===== src/rtl/load_store_unit.sv =====
// Load/store sequencer for a byte-addressed memory that moves 4 bytes per access.
// Optional build macro LSU_MISALIGN_TRAP_EN rejects misaligned H/W/D accesses with resp_fault.
module load_store_unit #(
    parameter int ADDR_WIDTH = 64,
    parameter int DATA_WIDTH = 64
) (
    input  logic                  clk,
    input  logic                  rst,
    input  logic                  req_valid,
    output logic                  req_ready,
    input  logic                  req_store,
    input  logic [2:0]            req_funct3,
    input  logic [ADDR_WIDTH-1:0] req_addr,
    input  logic [DATA_WIDTH-1:0] req_wdata,
    output logic                  resp_valid,
    output logic [DATA_WIDTH-1:0] resp_rdata,
    output logic                  resp_fault,
    output logic                  mem_read_en,
    output logic                  mem_write_en,
    output logic [ADDR_WIDTH-1:0] mem_addr,
    output logic [DATA_WIDTH-1:0] mem_wdata,
    input  logic [DATA_WIDTH-1:0] mem_rdata
);
    typedef enum logic [2:0] {
        S_IDLE, S_RD_LO, S_RD_HI, S_CAPTURE, S_WR_LO, S_WR_HI, S_RMW_RD, S_RMW_WR
    } state_t;

    state_t                r_state;
    state_t                w_next_state;
    logic [ADDR_WIDTH-1:0] r_addr;
    logic [DATA_WIDTH-1:0] r_wdata;
    logic [2:0]            r_funct3;
    logic                  r_store;
    logic [31:0]           r_lo32;
    logic                  r_resp_valid;
    logic                  r_resp_fault;
    logic [DATA_WIDTH-1:0] r_resp_rdata;

    logic                  w_accept;
    logic                  w_illegal;
    logic                  w_misalign;
    logic                  w_resp_set;
    logic                  w_resp_fault;
    logic                  w_lo32_en;
    logic [DATA_WIDTH-1:0] w_resp_rdata;
    logic                  w_mem_read_en;
    logic                  w_mem_write_en;
    logic [ADDR_WIDTH-1:0] w_mem_addr;
    logic [DATA_WIDTH-1:0] w_mem_wdata;
    logic [ADDR_WIDTH-1:0] w_addr_hi;
    logic                  w_unused_rdata_hi;

    function automatic logic [63:0] extend_load(input logic [2:0] f3, input logic [31:0] d,
                                                input logic [31:0] lo);
        logic [63:0] r;
        case (f3)
            3'b000:  r = {{56{d[7]}}, d[7:0]};
            3'b001:  r = {{48{d[15]}}, d[15:0]};
            3'b010:  r = {{32{d[31]}}, d[31:0]};
            3'b011:  r = {d[31:0], lo};
            3'b100:  r = {56'b0, d[7:0]};
            3'b101:  r = {48'b0, d[15:0]};
            3'b110:  r = {32'b0, d[31:0]};
            default: r = 64'b0;
        endcase
        return r;
    endfunction

    function automatic logic [63:0] merge_store(input logic half, input logic [31:0] word,
                                                input logic [15:0] wd);
        logic [63:0] r;
        if (half) begin
            r = {32'b0, word[31:16], wd[15:0]};
        end else begin
            r = {32'b0, word[31:8], wd[7:0]};
        end
        return r;
    endfunction

    // Only the low word of a memory read carries data.
    assign w_unused_rdata_hi = ^mem_rdata[DATA_WIDTH-1:32];
    assign w_addr_hi         = r_addr + ADDR_WIDTH'(3'd4);
    assign w_illegal         = req_store ? req_funct3[2] : (req_funct3 == 3'b111);

`ifdef LSU_MISALIGN_TRAP_EN
    assign w_misalign = ((req_funct3[1:0] == 2'b01) && req_addr[0]) ||
                        ((req_funct3[1:0] == 2'b10) && (req_addr[1:0] != 2'b00)) ||
                        ((req_funct3[1:0] == 2'b11) && (req_addr[2:0] != 3'b000));
`else
    assign w_misalign = 1'b0;
`endif

    // Next-state, memory-port decode and response generation
    always_comb begin
        w_next_state   = r_state;
        w_accept       = 1'b0;
        w_mem_read_en  = 1'b0;
        w_mem_write_en = 1'b0;
        w_mem_addr     = r_addr;
        w_mem_wdata    = '0;
        w_resp_set     = 1'b0;
        w_resp_rdata   = '0;
        w_resp_fault   = 1'b0;
        w_lo32_en      = 1'b0;
        case (r_state)
            S_IDLE: begin
                if (req_valid) begin
                    w_accept = 1'b1;
                    if (w_illegal || w_misalign) begin
                        w_resp_set   = 1'b1;
                        w_resp_fault = 1'b1;
                    end else if (!req_store) begin
                        w_next_state = S_RD_LO;
                    end else if (req_funct3[1]) begin
                        w_next_state = S_WR_LO;
                    end else begin
                        w_next_state = S_RMW_RD;
                    end
                end else begin
                    w_next_state = S_IDLE;
                end
            end
            S_RD_LO: begin
                w_mem_read_en = 1'b1;
                w_next_state  = (r_funct3 == 3'b011) ? S_RD_HI : S_CAPTURE;
            end
            S_RD_HI: begin
                w_mem_read_en = 1'b1;
                w_mem_addr    = w_addr_hi;
                w_lo32_en     = 1'b1;
                w_next_state  = S_CAPTURE;
            end
            S_CAPTURE: begin
                w_resp_set   = 1'b1;
                w_resp_rdata = extend_load(r_funct3, mem_rdata[31:0], r_lo32);
                w_next_state = S_IDLE;
            end
            S_WR_LO: begin
                w_mem_write_en = 1'b1;
                w_mem_wdata    = {32'b0, r_wdata[31:0]};
                if (r_funct3[0]) begin
                    w_next_state = S_WR_HI;
                end else begin
                    w_resp_set   = 1'b1;
                    w_next_state = S_IDLE;
                end
            end
            S_WR_HI: begin
                w_mem_write_en = 1'b1;
                w_mem_addr     = w_addr_hi;
                w_mem_wdata    = {32'b0, r_wdata[63:32]};
                w_resp_set     = 1'b1;
                w_next_state   = S_IDLE;
            end
            S_RMW_RD: begin
                w_mem_read_en = 1'b1;
                w_next_state  = S_RMW_WR;
            end
            S_RMW_WR: begin
                w_mem_write_en = 1'b1;
                w_mem_wdata    = merge_store(r_funct3[0], mem_rdata[31:0], r_wdata[15:0]);
                w_resp_set     = 1'b1;
                w_next_state   = S_IDLE;
            end
            default: begin
                w_next_state = S_IDLE;
            end
        endcase
    end

    // State register, captured request and registered response
    always_ff @(posedge clk or posedge rst) begin
        if (rst) begin
            r_state      <= S_IDLE;
            r_addr       <= '0;
            r_wdata      <= '0;
            r_funct3     <= 3'b000;
            r_store      <= 1'b0;
            r_lo32       <= 32'b0;
            r_resp_valid <= 1'b0;
            r_resp_rdata <= '0;
            r_resp_fault <= 1'b0;
        end else begin
            r_state      <= w_next_state;
            r_resp_valid <= w_resp_set;
            if (w_accept) begin
                r_addr   <= req_addr;
                r_wdata  <= req_wdata;
                r_funct3 <= req_funct3;
                r_store  <= req_store;
            end
            if (w_lo32_en) begin
                r_lo32 <= mem_rdata[31:0];
            end
            if (w_resp_set) begin
                r_resp_rdata <= w_resp_rdata;
                r_resp_fault <= w_resp_fault;
            end
        end
    end

    assign req_ready    = (r_state == S_IDLE);
    assign resp_valid   = r_resp_valid;
    assign resp_rdata   = r_resp_rdata;
    assign resp_fault   = r_resp_fault;
    assign mem_read_en  = w_mem_read_en;
    assign mem_write_en = w_mem_write_en;
    assign mem_addr     = w_mem_addr;
    assign mem_wdata    = w_mem_wdata;

endmodule


===== config.mk =====
export PLATFORM = sky130hd
export DESIGN_NAME = load_store_unit
export DESIGN_NICKNAME = d
export VERILOG_FILES = /design/src/rtl/load_store_unit.sv
export SDC_FILE = /design/constraint.sdc
export NUM_CORES = 1
export LEC_CHECK = 0
export ABC_CLOCK_PERIOD_IN_PS = 12900
export CAP_MARGIN = 10
export CORE_ASPECT_RATIO = 0.75
export CORE_UTILIZATION = 43
export CTS_CLUSTER_SIZE = 28
export DETAILED_ROUTE_END_ITERATION = 8
export PLACE_DENSITY = 0.76
export SLEW_MARGIN = 10
export SYNTH_ARGS = -nofsm -noshare
export SYNTH_HDL_FRONTEND = slang
export SYNTH_SLANG_ARGS = --single-unit
export TNS_END_PERCENT = 20

===== constraint.sdc =====
create_clock -name clk -period 12.9 [get_ports clk]
set_input_delay 3.225 -clock clk [delete_from_list [all_inputs] [get_ports clk]]
set_output_delay 3.225 -clock clk [all_outputs]
set_load 0.005 [all_outputs]

## After elaboration in Yosys (flattened, before gate mapping)

Index checks and enable logic that the tools add are counted.

- Multiplexer cells: 23
- Equal/unequal tests: 15
- Add/sub/neg operators: 1
- Reductions and logical operators: 6

Operators by type and width:

| cell | count |
|---|---|
| case mux 64 bit (7 select lines) | 1 |
| 2-to-1 mux 64 bit | 2 |
| case mux 32 bit (3 select lines) | 1 |
| adder 64 x 3 -> 64 bit (second input constant) | 1 |
| == test 3 bit (second input constant) | 8 |
| case mux 3 bit (6 select lines) | 1 |
| 2-to-1 mux 16 bit | 1 |
| == test 3 x 2 -> 1 bit (second input constant) | 4 |
| 2-to-1 mux 3 bit | 4 |
| 2-to-1 mux 1 bit | 11 |
| OR reduction 3 bit | 3 |
| == test 3 x 1 -> 1 bit (second input constant) | 2 |
| zero test 3 bit | 2 |
| inequality test 3 bit (second input constant) | 1 |
| case mux 1 bit (3 select lines) | 1 |
| 2-to-1 mux 2 bit | 1 |
| OR reduction 2 bit | 1 |

- Flip-flop bits (word level): 232
- Input bits: 199
- Word-level logic and storage cells: 53

## Logic depth before layout (Yosys ltp)

- Depth in word-level cells: 5
- Mapped depth: 9
- Gate-level depth less buffers: 5

## Worst setup path after synthesis

Ideal clock, no wire load.

- Kind: input-to-output
- From: input port mem_rdata[16]
- To: output port mem_wdata[16]
- Setup slack: 6010 ps
- Arrival time: 3665 ps
- Stages: 3
- Cell sequence: mux2_2 a22oi_1 nor2b_1

- Longest elaborated chain between the ends: 1

Ends and longest elaborated chain:

| what | line | text |
|---|---|---|
| start, declared | 22 | `input logic [DATA_WIDTH-1:0] mem_rdata` |
| case mux 32 bit (3 select lines) | 105 | `case (r_state)` |
| end, declared | 21 | `output logic [DATA_WIDTH-1:0] mem_wdata,` |

No other way between the ends.

## Final worst setup path

- From: input port mem_rdata[15]
- To: output port mem_wdata[15]

- Longest elaborated chain between the ends: 2

Ends and longest elaborated chain:

| what | line | text |
|---|---|---|
| 2-to-1 mux 16 bit | 72 | `if (half) begin` |
| case mux 32 bit (3 select lines) | 105 |  |

No other way between the ends.

==> metrics.md <==
| Metric | Value |
|---|---|
| Status | `finished clean` |
| R2r worst-path depth | `5` |
| Clock skew | `between 0.009 and 0.01 ns` |
| Initial antenna violation count | `1` |
| Setup violations, final | `0` |
| Mapped Cells | `approximately 1.2k` |
| Hold Violations, Final | `0` |
| Worst ir drop on vdd | `0.1700 mV` |
| Reg-to-Reg Start | `r_funct3[2]` |
| Fillers | `between 2k and 2.5k` |
| Synth Area in XOR/XNOR | `4.648%` |
| Area leader, netlist | `dfrtp_1` |
| Sequential fraction of the synthesis area | `roughly 50%` |
| Pleak | `approximately 0.0066 µW` |
| Minimum period implied by the final worst setup slack | `about 8.3 ns` |
| Worst setup SP type | `primary input` |
| Distinct cells, synth | `52` |
| DR iter-0 viols | `between 700 and 800` |
| Nets | `1,656` |
| Register-to-register setup slack | `9.97 ns` |
| First-pass GRT wire length | `roughly 55,000 µm` |
| Die height | `144.8 µm` |
| Highest clock rate | `between 0.1 and 0.15 GHz` |
| Antenna-violating nets left | `0` |
| CTS tree | `built` |
| Starting Density | `around 44%` |
| Placed cell area | `15,120 µm²` |
| Least-Margin Pin Slew | `approximately 1.2 ns` |
| Pwr dens | `approximately 230 nW/µm²` |
| Full die area | `approximately 28,000 µm²` |
| Post-Synth Simple-Gate Area | `16.58%` |
| Rows | `51` |
| Final worst path period share | `between 60% and 70%` |
| Data required, critical path | `roughly 9.7 ns` |
| Synth Area in Adders | `less than 1%` |
| Drt first pass iters | `5` |
| Layout cell share with drive strength beyond 1 | `about 14%` |
| Vias | `between 9k and 10k` |
| Crit. End Element | `output pin` |
| CTS root buffer | `clkbuf_16` |
| Yosys top cell area share | `49.69%` |
| Mapped cell area | `roughly 12,000 µm²` |
| Most common cell after layout, fill and taps aside | `clkdlybuf4s50_1` |
| Area growth syn-to-layout | `36.95%` |
| R2R Path End | `resp_rdata[37]` |
| Clock buffer depth | `3` |
| Synth area leaders | `dfrtp_1, mux2_2, nand2_1` |
| Gr usage total | `between 20% and 30%` |
| Hold Path End | `r_lo32[7]` |
| CTS sink cnt | `232` |
| Setup TNS | `0 ns` |
| GP Congestion | `around 0.86` |
| Crit path max fanout | `5` |
| Mapped Avg Cell Area | `10.03 µm²` |
| Compound-cell area share of the yosys netlist | `between 10% and 20%` |
| H-tree levels | `1` |
| Hold path cells | `2` |
| Hold wc startpoint | `r_lo32[7]` |
| Vias in the first global route | `9,517` |
| Worst min-delay path category | `reg -> reg` |
| Max Cap Viol | `0` |
| IO Port Bufs | `approximately 330` |
| Die Wd | `192.3 µm` |
| Pin count of the biggest net entering global routing | `150` |
| Num ports | `396` |
| Core ar. | `26,290 µm²` |
| WL/cell | `19.87 µm` |
| Worst path arrival time | `5.12 ns` |
| Skew-Pair Late Insertion Delay | `a little over 0.5 ns` |
| # DRC | `0` |
| # hold bufs at CTS | `0` |
| Final HPWL DP | `roughly 25,000 µm` |
| Total CTS buffers | `25` |
| Design Area, Final | `between 15,000 and 20,000 µm²` |
| #FFs+latches synth | `approximately 230` |
| Kind of critical path | `in -> out` |
| Largest family of logic cells by synthesized area | `simple AND/OR/NAND/NOR gates` |
| Warnings from Yosys | `0` |
| Routed WL | `about 36,000 µm` |
| RSZ-0062 raised after global routing | `no` |
| Post_cts resized | `0` |
| Post-synthesis mux area share | `between 10% and 20%` |
| Setup bufs post-CTS | `0` |
| Via density | `about 5.4` |
| Clk slew on worst S/H paths | `roughly 0.06 ns` |
| Rel. slew slack | `between 10% and 20%` |
| Commonest cells after routing, fill and taps aside | `clkdlybuf4s50_1, dfrtp_1, nand2_1` |
| GRT Residual Overflow | `0` |
| Slew Viols, Final | `0` |
[metal layers]
metal / wire length (µm) / up-vias / GRT usage, %
met1: 16470 / 4903 / 37.26
met3: 2591 / 45 / 5.474
met2: 16300 / 338 / 39.06
met5: 0 / - / 0
met4: 728 / 0 / 5.802
li1: - / 4534 / -
[metrics by stage]
stage | hold slack, ns | utilization [%] | cells | setup slack, ns | total power (µW)
5_1_grt | 0.4826 | 60.86 | 1816 | 4.468 | 3958
3_5_place_dp | 0.4541 | 57.52 | 1773 | 4.555 | 2946
2_1_floorplan | 0.4373 | - | 1196 | 3.314 | 2231
3_3_place_gp | 0.4518 | 57.52 | 1773 | 4.539 | 2896
6_report | 0.4685 | 60.86 | 1816 | 4.556 | 3717
4_1_cts | 0.4694 | 60.85 | 1815 | 4.537 | 3736
[synthesized netlist by cell type (all sizes together)]
library cell	n
nand4	16
a2111oi	1
or3b	1
o21ai	91
conb	1
dfrtp	232
or3	3
o22ai	1
nor4b	1
xor2	33
nor2b	39
inv	19
o311a	1
nor3b	11
nand3b	1
o21bai	1
a21oi	60
a32o	1
nor3	16
a221oi	16
xnor2	29
nand3	23
ha	1
a21bo	1
nand2b	3
nor2	30
a22oi	32
clkbuf	62
mux2i	1
nand2	224
a21boi	1
and2	5
buf	48
o32ai	1
a21o	2
mux2	132
and3	2
a31oi	1
or4	1
nand4b	1
or4b	1
and4	5
nor4	14
[how the worst max path moves through the flow]
| stage | start | end |
|---|---|---|
| floorplan | rst | r_addr[0] |
| global placement | mem_rdata[15] | mem_wdata[15] |
| detailed placement | mem_rdata[15] | mem_wdata[15] |
| CTS | mem_rdata[15] | mem_wdata[15] |
| global route | mem_rdata[15] | mem_wdata[15] |
| finish | mem_rdata[15] | mem_wdata[15] |
[sequential cells by signal, indices dropped and copies added (netlist names)]
signal	cells
r_addr	64
resp_rdata	64
r_state	3
resp_fault	1
r_lo32	32
r_wdata	64
r_funct3	3
resp_valid	1
[area by class of cell]
| class | count | area [µm²] | area share [%] |
|---|---|---|---|
| sequential | 232 | 5807 | 36.29 |
| multi-input combinational | 835 | 5391 | 33.70 |
| timing repair buffer | 343 | 3416 | 21.35 |
| clock buffer | 34 | 709.4 | 4.434 |
| tap | 344 | 430.4 | 2.690 |
| clock inverter | 8 | 165.2 | 1.032 |
| inverter | 19 | 78.83 | 0.4927 |
| antenna | 1 | 2.502 | 0.01564 |
[logic make-up (layout without fill, tap and decap cells)]
logic type,Yosys count,count (layout)
AOI/OAI and AO/OA,210,210
xor gates and xnor gates,62,62
adders and majority gates,1,1
buffers and inverters,129,404
DFF,232,232
muxes,133,133
other,1,33
and+or+nand+nor,397,397
[where the power goes]
part / internal [µW] / switching, µW / total [µW]
combinational: 837 / 786 / 1620
sequential: 1050 / 271 / 1320
clock: 481 / 290 / 771
[critical path: stages]
cell	delay, ns
clkdlybuf4s50_1	0.69
nand2_1	0.12
o21ai_0	0.17
a22oi_1	0.15
nor2b_1	0.21
clkdlybuf4s50_1	0.55
Power figures use the tool's default switching activity.
